==> config.mk <==
export PLATFORM = sky130hd
export DESIGN_NAME = fetch_queue_flat
export DESIGN_NICKNAME = d
export VERILOG_FILES = /design/src/rtl/fetch_queue_if.sv /design/src/rtl/fetch_queue.sv /design/src/flat_wrapper.sv
export SDC_FILE = /design/constraint.sdc
export NUM_CORES = 1
export LEC_CHECK = 0
export CAP_MARGIN = 20
export CORE_MARGIN = 2
export CORE_UTILIZATION = 59
export DETAILED_ROUTE_END_ITERATION = 10
export PLACE_DENSITY = 0.89
export SLEW_MARGIN = 10
export SYNTH_ARGS = -nofsm -noshare
export SYNTH_HDL_FRONTEND = slang
export SYNTH_SLANG_ARGS = --single-unit
==> constraint.sdc <==
create_clock -name clk -period 5.5 [get_ports clk]
set_input_delay 1.1 -clock clk [delete_from_list [all_inputs] [get_ports clk]]
set_output_delay 1.1 -clock clk [all_outputs]
set_load 0.02 [all_outputs]
==> src/rtl/fetch_queue_if.sv <==
// Fetch/decode-facing bundle of the dual-issue fetch queue.
// master = fetch + decode side, slave = the queue itself.
interface fetch_queue_if #(
   parameter int unsigned DEPTH = 8
);
   localparam int unsigned AW = $clog2(DEPTH);

   logic             flush;
   logic [1:0]       in_valid;
   logic [1:0][31:0] in_pc;
   logic [1:0][31:0] in_instr;
   logic [1:0]       can_proceed;
   logic [1:0]       out_valid;
   logic [1:0][31:0] out_pc;
   logic [1:0][31:0] out_instr;
   logic [1:0]       deq_ready;
   logic [AW:0]      occupancy;

   modport master (
      output flush, in_valid, in_pc, in_instr, deq_ready,
      input  can_proceed, out_valid, out_pc, out_instr, occupancy
   );

   modport slave (
      input  flush, in_valid, in_pc, in_instr, deq_ready,
      output can_proceed, out_valid, out_pc, out_instr, occupancy
   );
endinterface

==> src/rtl/fetch_queue.sv <==
// Dual-issue in-order instruction buffer between fetch and decode.
// Circular buffer; redirect flush empties it; no empty bypass (1-cycle latency).
module fetch_queue #(
   parameter int unsigned DEPTH = 8
) (
   input  logic          clk,
   input  logic          reset,
   fetch_queue_if.slave  fq
);
   localparam int unsigned AW = $clog2(DEPTH);
   localparam int unsigned CW = AW + 1;

   logic [AW-1:0] head_q, head_d, head_p1;
   logic [AW-1:0] tail_q, tail_d, tail_p1;
   logic [CW-1:0] count_q, count_d;
   logic [31:0]   pc_mem    [DEPTH];
   logic [31:0]   instr_mem [DEPTH];
   logic [1:0]    room;
   logic [1:0]    vld;
   logic [1:0]    wr_en;
   logic [1:0]    rd_en;
   logic [1:0]    n_in;
   logic [1:0]    n_out;

   assign head_p1 = head_q + AW'(1);
   assign tail_p1 = tail_q + AW'(1);

   // Free-slot and valid decodes use registered count only: no path from deq_ready.
   assign room[0] = (count_q < CW'(DEPTH));
   assign room[1] = (count_q < CW'(DEPTH - 1));
   assign vld[0]  = (count_q != '0);
   assign vld[1]  = (count_q >= CW'(2));

   always_comb begin
      wr_en   = '0;
      rd_en   = '0;
      n_in    = '0;
      n_out   = '0;
      head_d  = head_q;
      tail_d  = tail_q;
      count_d = count_q;
      if (fq.flush) begin
         head_d  = '0;
         tail_d  = '0;
         count_d = '0;
      end else begin
         // Slot 1 only rides along with slot 0, on both the write and read sides.
         wr_en[0] = fq.in_valid[0] & room[0];
         wr_en[1] = wr_en[0] & fq.in_valid[1] & room[1];
         rd_en[0] = fq.deq_ready[0] & vld[0];
         rd_en[1] = rd_en[0] & fq.deq_ready[1] & vld[1];
         n_in     = {1'b0, wr_en[0]} + {1'b0, wr_en[1]};
         n_out    = {1'b0, rd_en[0]} + {1'b0, rd_en[1]};
         tail_d   = tail_q + AW'(n_in);
         head_d   = head_q + AW'(n_out);
         count_d  = count_q + CW'(n_in) - CW'(n_out);
      end
   end

   always_ff @(posedge clk or negedge reset) begin
      if (!reset) begin
         head_q  <= '0;
         tail_q  <= '0;
         count_q <= '0;
      end else begin
         head_q  <= head_d;
         tail_q  <= tail_d;
         count_q <= count_d;
      end
   end

   // Payload storage carries no reset; validity is tracked by count alone.
   always_ff @(posedge clk) begin
      if (wr_en[0]) begin
         pc_mem[tail_q]    <= fq.in_pc[0];
         instr_mem[tail_q] <= fq.in_instr[0];
      end
      if (wr_en[1]) begin
         pc_mem[tail_p1]    <= fq.in_pc[1];
         instr_mem[tail_p1] <= fq.in_instr[1];
      end
   end

   assign fq.can_proceed  = room;
   assign fq.out_valid    = vld;
   assign fq.occupancy    = count_q;
   assign fq.out_pc[0]    = pc_mem[head_q];
   assign fq.out_pc[1]    = pc_mem[head_p1];
   assign fq.out_instr[0] = instr_mem[head_q];
   assign fq.out_instr[1] = instr_mem[head_p1];

   // Fetch protocol: slot 1 never alone, and never deliver beyond advertised room.
   a_slot1_alone: assert property (@(posedge clk) disable iff (!reset)
      !(fq.in_valid[1] && !fq.in_valid[0]));
   a_overflow: assert property (@(posedge clk) disable iff (!reset)
      !((fq.in_valid[0] && !room[0]) || (fq.in_valid[0] && fq.in_valid[1] && !room[1])));
endmodule

==> src/flat_wrapper.sv <==
// flat-port wrapper written by rule: the top's interface ports become plain ports
module fetch_queue_flat 
#(
   parameter int unsigned DEPTH = 8
)
  (clk, reset, fq_flush, fq_in_valid, fq_in_pc, fq_in_instr, fq_deq_ready, fq_can_proceed, fq_out_valid, fq_out_pc, fq_out_instr, fq_occupancy);
  fetch_queue_if #(.DEPTH(DEPTH)) fq_i ();
  input  logic clk;
  input  logic reset;
  input wire logic [$bits(fq_i.flush)-1:0] fq_flush;
  input wire logic [$bits(fq_i.in_valid)-1:0] fq_in_valid;
  input wire logic [$bits(fq_i.in_pc)-1:0] fq_in_pc;
  input wire logic [$bits(fq_i.in_instr)-1:0] fq_in_instr;
  input wire logic [$bits(fq_i.deq_ready)-1:0] fq_deq_ready;
  output wire logic [$bits(fq_i.can_proceed)-1:0] fq_can_proceed;
  output wire logic [$bits(fq_i.out_valid)-1:0] fq_out_valid;
  output wire logic [$bits(fq_i.out_pc)-1:0] fq_out_pc;
  output wire logic [$bits(fq_i.out_instr)-1:0] fq_out_instr;
  output wire logic [$bits(fq_i.occupancy)-1:0] fq_occupancy;
  assign fq_i.flush = fq_flush;
  assign fq_i.in_valid = fq_in_valid;
  assign fq_i.in_pc = fq_in_pc;
  assign fq_i.in_instr = fq_in_instr;
  assign fq_i.deq_ready = fq_deq_ready;
  assign fq_can_proceed = fq_i.can_proceed;
  assign fq_out_valid = fq_i.out_valid;
  assign fq_out_pc = fq_i.out_pc;
  assign fq_out_instr = fq_i.out_instr;
  assign fq_occupancy = fq_i.occupancy;
  fetch_queue #(.DEPTH(DEPTH)) u_core (.clk(clk), .reset(reset), .fq(fq_i));
endmodule
* Yosys cells after proc, flatten, opt, wreduce, memory -nomap -nowiden
Memory sizes are Yosys's and may differ from the RTL's. Cells that the tools add are included. Widths: inputs -> output; s select.
Cells by class: reductions and logical operators 1, muxes and demuxes 8, magnitude comparators 3, bitwise logic cells 6, add/sub/neg operators 8
Operator list (count):
- $add 3x1->3 const B | 2
- $add 3x2->3 | 2
- $and 1x1->1 | 6
- $mux 3 | 2
- $add 1x1->2 | 2
- $add 4x2->4 | 1
- $ge 4x2->1 const B | 1
- $lt 4x3->1 const B | 1
- $lt 4x4->1 const B | 1
- $mux 1 | 4
- $mux 4 | 1
- $reduce_bool 4->1 | 1
- $sub 4x2->4 | 1
- $mux 2 | 1
Word-level totals: memories kept 2, memory bits (writable) 512, output and inout port bits 136, register bits after elaboration 10, logic and storage cells 31
Memory list:
- u_core.instr_mem | depth 8, bits a word 32, read ports 2, clocked after memory_dff 0, wr ports 2, line fetch_queue.sv:17 | logic [31:0] instr_mem [DEPTH];
- u_core.pc_mem | depth 8, bits a word 32, read ports 2, clocked after memory_dff 0, wr ports 2, line fetch_queue.sv:16 | logic [31:0] pc_mem [DEPTH];

* Longest topological paths before layout
depth after elaboration 8, depth in mapped cells 13, depth with buffers taken out 12

* Least setup slack after synthesis
Ideal clock, no wire load.
path type reg2reg, start register u_core.count_q[3] (netlist: u_core.fq.occupancy[3]), end memory u_core.instr_mem[1][0], enable pin, setup time 0.507 ns, slack 0.252 ns, data required time 4.993 ns, data arrival time 4.741 ns, period minus slack after synthesis 5.248 ns, cell stages (with the launch flop) 7, cell sequence dfrtp_1 -> inv_1 -> ha_1 -> nand3_2 -> clkbuf_1 -> nand4_1 -> a21oi_1
RTL lines:
- from (decl) | line fetch_queue.sv:15 | logic [CW-1:0] count_q, count_d;
- from (signal assigned) | line fetch_queue.sv:68 | count_q <= count_d;
- to (decl) | line fetch_queue.sv:17

* Worst setup path after layout
start register u_core.head_q[1], end output port fq_out_pc[55]
On the way: word-level cells in the longest chain between the ends 2
Ends and longest elaborated chain:
- from (decl) | line fetch_queue.sv:13 | logic [AW-1:0] head_q, head_d, head_p1;
- from (signal assigned) | line fetch_queue.sv:62 | head_q <= '0;
- from (signal assigned) | line fetch_queue.sv:66 | head_q <= head_d;
- $add 3x1->3 | line fetch_queue.sv:25 | assign head_p1 = head_q + AW'(1);
- $mem_v2 8x32
- to (decl) | line flat_wrapper.sv:17 | output wire logic [$bits(fq_i.out_pc)-1:0] fq_out_pc;
No other way between the ends.

==> results.md <==
Detailed routing:
- The DRC violation total after the first TritonRoute iteration is 1949.
- The routed length per placed instance is 29.8 um.
- The total via count in the routed design is 17900.
- The detail-routed via count per cell is 6.88.
- The final layout contains routed wiring with a total length of 77600 um.
- In this run the remaining antenna-violating nets after routing total 0.
- The first-pass detailed-route iteration total is 5.
- After detailed routing, the number of remaining DRC violations is 0.

Critical path:
- The worst path required time is 4.40 ns.
- STA classifies the critical path endpoint as an output port.
- The worst setup path is of the register to output port kind.
- The largest driver fanout on the critical path is 39.
- On the critical path, the stage with the largest delay is an instance of sky130_fd_sc_hd__ha_4.
- The buffering stage count on the worst path with inverters included is 2.
- Walking the worst path, the cells encountered are ha_4 -> buf_12 -> mux4_2 -> mux2_2 -> clkdlybuf4s50_1.
- STA classifies the critical path startpoint as a register.
- The signal arrival time at the worst endpoint is 3.82 ns.
- The family with the most delay on the worst path is buffers and inverters.
- In this design, the stage delay of the slowest critical-path cell is 0.76 ns.

Logic synthesis:
- The synthesized area per cell is 18.5 sq um.
- The fraction of the yosys area taken by sequential cells is 0.517.
- The Yosys warning count is 0.
- The flip-flop and latch count after synthesis is 522.
- The number of different library cells used by synthesis comes to 37.
- When the netlist entered floorplanning its net count stood at 1789.
- After technology mapping, the gate count stands at 1638.
- The mapped netlist covers 30200 sq um.

STA:
- The aggregate negative setup slack is 0 ns.
- The number of pins exceeding their max-slew limit in the final report came to 0.
- The slew at the pin closest to its max-slew limit is 1.12 ns.
- On the final layout, the worst clock skew is 0.0112 ns.
- The final count of hold timing violations is 0.
- The post-route clock period utilization is 0.895.
- Setup violations remaining at the end of the flow were counted as 0.
- Setup repair after global routing left no endpoint under its margin.
- Setup slack closes at 0.580 ns.
- The final critical path time including I/O delays and setup is 4.92 ns.
- Measured against its own limit, the worst slew margin works out to 0.253.
- Derived from the worst setup path, the maximum achievable clock frequency is 203 MHz.

Finish:
- The growth of design area from synthesis to finish is 16.8%.
- At the end of the flow the core is filled with cells to 0.701.
- The design area is 35300 sq um.
- In the final design database the tool counted 2034 nets.
- Counting the fill cells in the layout gives 3051.
- Leaving out fill and tap cells, the most frequent cells in the layout are sky130_fd_sc_hd__mux2_2 (615), sky130_fd_sc_hd__edfxtp_1 (512), sky130_fd_sc_hd__clkdlybuf4s50_1 (270).
- In the final layout, the share of cells above drive strength 1 is 0.524.
- Leaving out fill and tap cells, the most frequent cell in the layout is sky130_fd_sc_hd__mux2_2.

Clock tree:
- The number of cells upsized or downsized after cts is 0.
- The clock tree from TritonCTS is yes.
- Counting the buffers created by CTS gives 53.
- The H-tree level count is 2.
- Buffers added to address setup during post-CTS repair amount to 0.
- The clock latency of the later-clocked register in the worst-skew pair is 0.59 ns.
- The clock-pin slew on the worst setup and hold paths is 0.06 ns.
- CTS placed an instance of sky130_fd_sc_hd__clkbuf_16 at the clock tree root.
- Buffers inserted to repair hold after CTS numbered 0.
- The clock net in this run drives a total of 522 sinks.
- The number of buffers on the longest clock path is 3.

GRT:
- Global routing finished with a remaining overflow of 0.
- The wire length of the first global-routing pass is 117000 um.
- The overall global routing resource usage is 0.294.
- Entering global routing, the biggest net connects 143 pins.
- The number of global-route vias before repair is 18800.
- The number of antenna violations at the first check in global routing is 17.

Die:
- For this configuration, the core starts out at a cell density of 0.600.
- The die footprint is 53100 sq um.
- The die is 230 um wide.
- The top-level I/O count is 271.
- The overall die height is 230 um.
- The region available for standard cell placement spans 50400 sq um.
- The standard-cell row count is 82.

Min path:
- The path class of the tightest hold or removal check is input pin to async pin.

Place:
- The congestion estimate from routability-driven global placement came to 0.772.
- Prior to clock tree synthesis, the placed netlist has a worst setup slack of 0.969 ns.
- The HPWL after detailed placement is 46200 um.
- The total placed instance area is 33700 sq um.
- During placement, the flow inserted port buffers numbering 270.

Power and ir drop:
- The maximum ir drop on the vdd rail is 365 uV.
- Summing internal, switching and leakage power gives 16.3 mW.
- Power spread over the standard cell area amounts to 462 nW/um^2.
- The reported leakage power is 11.3 nW.

Status:
- The flow ran to the end, and the final reports show no timing, DRC or antenna violations.

Flow run:
- Max-cap violations in this run came to 0.
[flip-flops by register name (all words and copies together) (netlist names)]
signal	count
u_core.instr_mem	256
u_core.pc_mem	256
u_core.fq.occupancy	4
u_core.head_q	3
u_core.tail_q	3
[metrics by stage]
| step | std cells | hold WS [ns] |
|---|---|---|
| 6_report | 2606 | 0.828 |
| 3_5_place_dp | 2498 | 0.842 |
| 3_3_place_gp | 2496 | 0.836 |
| 4_1_cts | 2594 | 0.823 |
| 2_1_floorplan | 1638 | 0.612 |
| 5_1_grt | 2602 | 0.851 |
[worst register-to-register path: cells and delay by family (launching register included)]
family / cells / cell delay, ns
and+or+nand+nor: 1 / 0.84
muxes: 1 / 0.40
xor gates and xnor gates: 1 / 0.59
adders and majority gates: 1 / 0.38
DFF: 1 / 0.54
buffers and inverters: 1 / 0.60
[per-layer routing]
metal	track usage	wire length [um]
met5	0	92
met4	0.0813	1790
met3	0.0771	7620
met2	0.482	38600
met1	0.394	29500
[Yosys cell counts]
cell type / number / share of area
sky130_fd_sc_hd__edfxtp_1: 512 / 0.51
sky130_fd_sc_hd__nor2b_1: 8 / 0.0017
sky130_fd_sc_hd__mux2_2: 615 / 0.23
sky130_fd_sc_hd__buf_4: 1 / 0.00025
sky130_fd_sc_hd__xor2_1: 2 / 0.00058
sky130_fd_sc_hd__xor2_4: 1 / 0.00091
sky130_fd_sc_hd__dfrtp_1: 10 / 0.0083
sky130_fd_sc_hd__a21o_1: 1 / 0.00025
sky130_fd_sc_hd__nand2b_1: 1 / 0.00021
sky130_fd_sc_hd__nand4_2: 4 / 0.0017
sky130_fd_sc_hd__buf_6: 38 / 0.014
sky130_fd_sc_hd__nand3_2: 1 / 0.00033
sky130_fd_sc_hd__and3_1: 2 / 0.00041
sky130_fd_sc_hd__clkbuf_1: 23 / 0.0029
sky130_fd_sc_hd__and2_1: 1 / 0.00021
sky130_fd_sc_hd__nand3_1: 2 / 0.00033
sky130_fd_sc_hd__ha_1: 12 / 0.0050
sky130_fd_sc_hd__nand4_1: 8 / 0.0017
sky130_fd_sc_hd__nand3b_1: 3 / 0.00074
sky130_fd_sc_hd__and2b_1: 1 / 0.00025
sky130_fd_sc_hd__xnor2_2: 1 / 0.00054
sky130_fd_sc_hd__buf_1: 11 / 0.0014
sky130_fd_sc_hd__nor2_1: 7 / 0.00087
sky130_fd_sc_hd__and4bb_2: 1 / 0.00041
sky130_fd_sc_hd__mux4_2: 256 / 0.19
sky130_fd_sc_hd__nand2_1: 2 / 0.00025
sky130_fd_sc_hd__inv_1: 12 / 0.0015
sky130_fd_sc_hd__mux2_1: 26 / 0.0097
sky130_fd_sc_hd__xnor2_1: 2 / 0.00058
sky130_fd_sc_hd__buf_2: 52 / 0.0086
sky130_fd_sc_hd__a21oi_1: 9 / 0.0015
sky130_fd_sc_hd__or3_1: 1 / 0.00021
sky130_fd_sc_hd__or3b_2: 2 / 0.00058
sky130_fd_sc_hd__nand4_4: 4 / 0.0028
sky130_fd_sc_hd__fa_1: 4 / 0.0026
sky130_fd_sc_hd__and2_0: 1 / 0.00021
sky130_fd_sc_hd__a31oi_1: 1 / 0.00021
[cell type report]
| cell class | count | area (sq um) | share of cell area |
|---|---|---|---|
| Antenna cell | 10 | 25.0 | 0.000709 |
| Clock buffer | 68 | 1380 | 0.0391 |
| Clock inverter | 28 | 153 | 0.00432 |
| Inverter | 12 | 45.0 | 0.00128 |
| Multi-Input combinational cell | 979 | 13900 | 0.393 |
| Sequential cell | 522 | 15600 | 0.443 |
| Tap cell | 672 | 841 | 0.0238 |
| Timing Repair Buffer | 315 | 3340 | 0.0945 |
[worst paths after layout]
check	startpoint	endpoint	slack [ns]	cells past startpoint
max	u_core.head_q[1]	fq_out_pc[55]	0.58	5
min	reset	u_core.fq.occupancy[0]	0.83	1
max reg2reg	u_core.tail_q[0]	u_core.pc_mem[1][31]	1.91	5
min reg2reg	u_core.fq.occupancy[2]	u_core.fq.occupancy[2]	0.86	4
max in group asynchronous	reset	u_core.head_q[1]	4.31	1
min in group clk	u_core.fq.occupancy[2]	u_core.fq.occupancy[2]	0.86	4
[logic make-up after synthesis]
| logic type | synth area share |
|---|---|
| buf+inv | 0.0287 |
| simple gates | 0.0128 |
| mux | 0.429 |
| xor+xnor | 0.00261 |
| compound gates | 0.00195 |
| fa+ha+maj | 0.00762 |
| flops | 0.517 |
[report_power, final]
group          switching [mW]  internal, mW
registers               0.183          4.70
clock network            1.48          1.81
logic                    3.91          4.22
(Power assumes the default switching activity.)
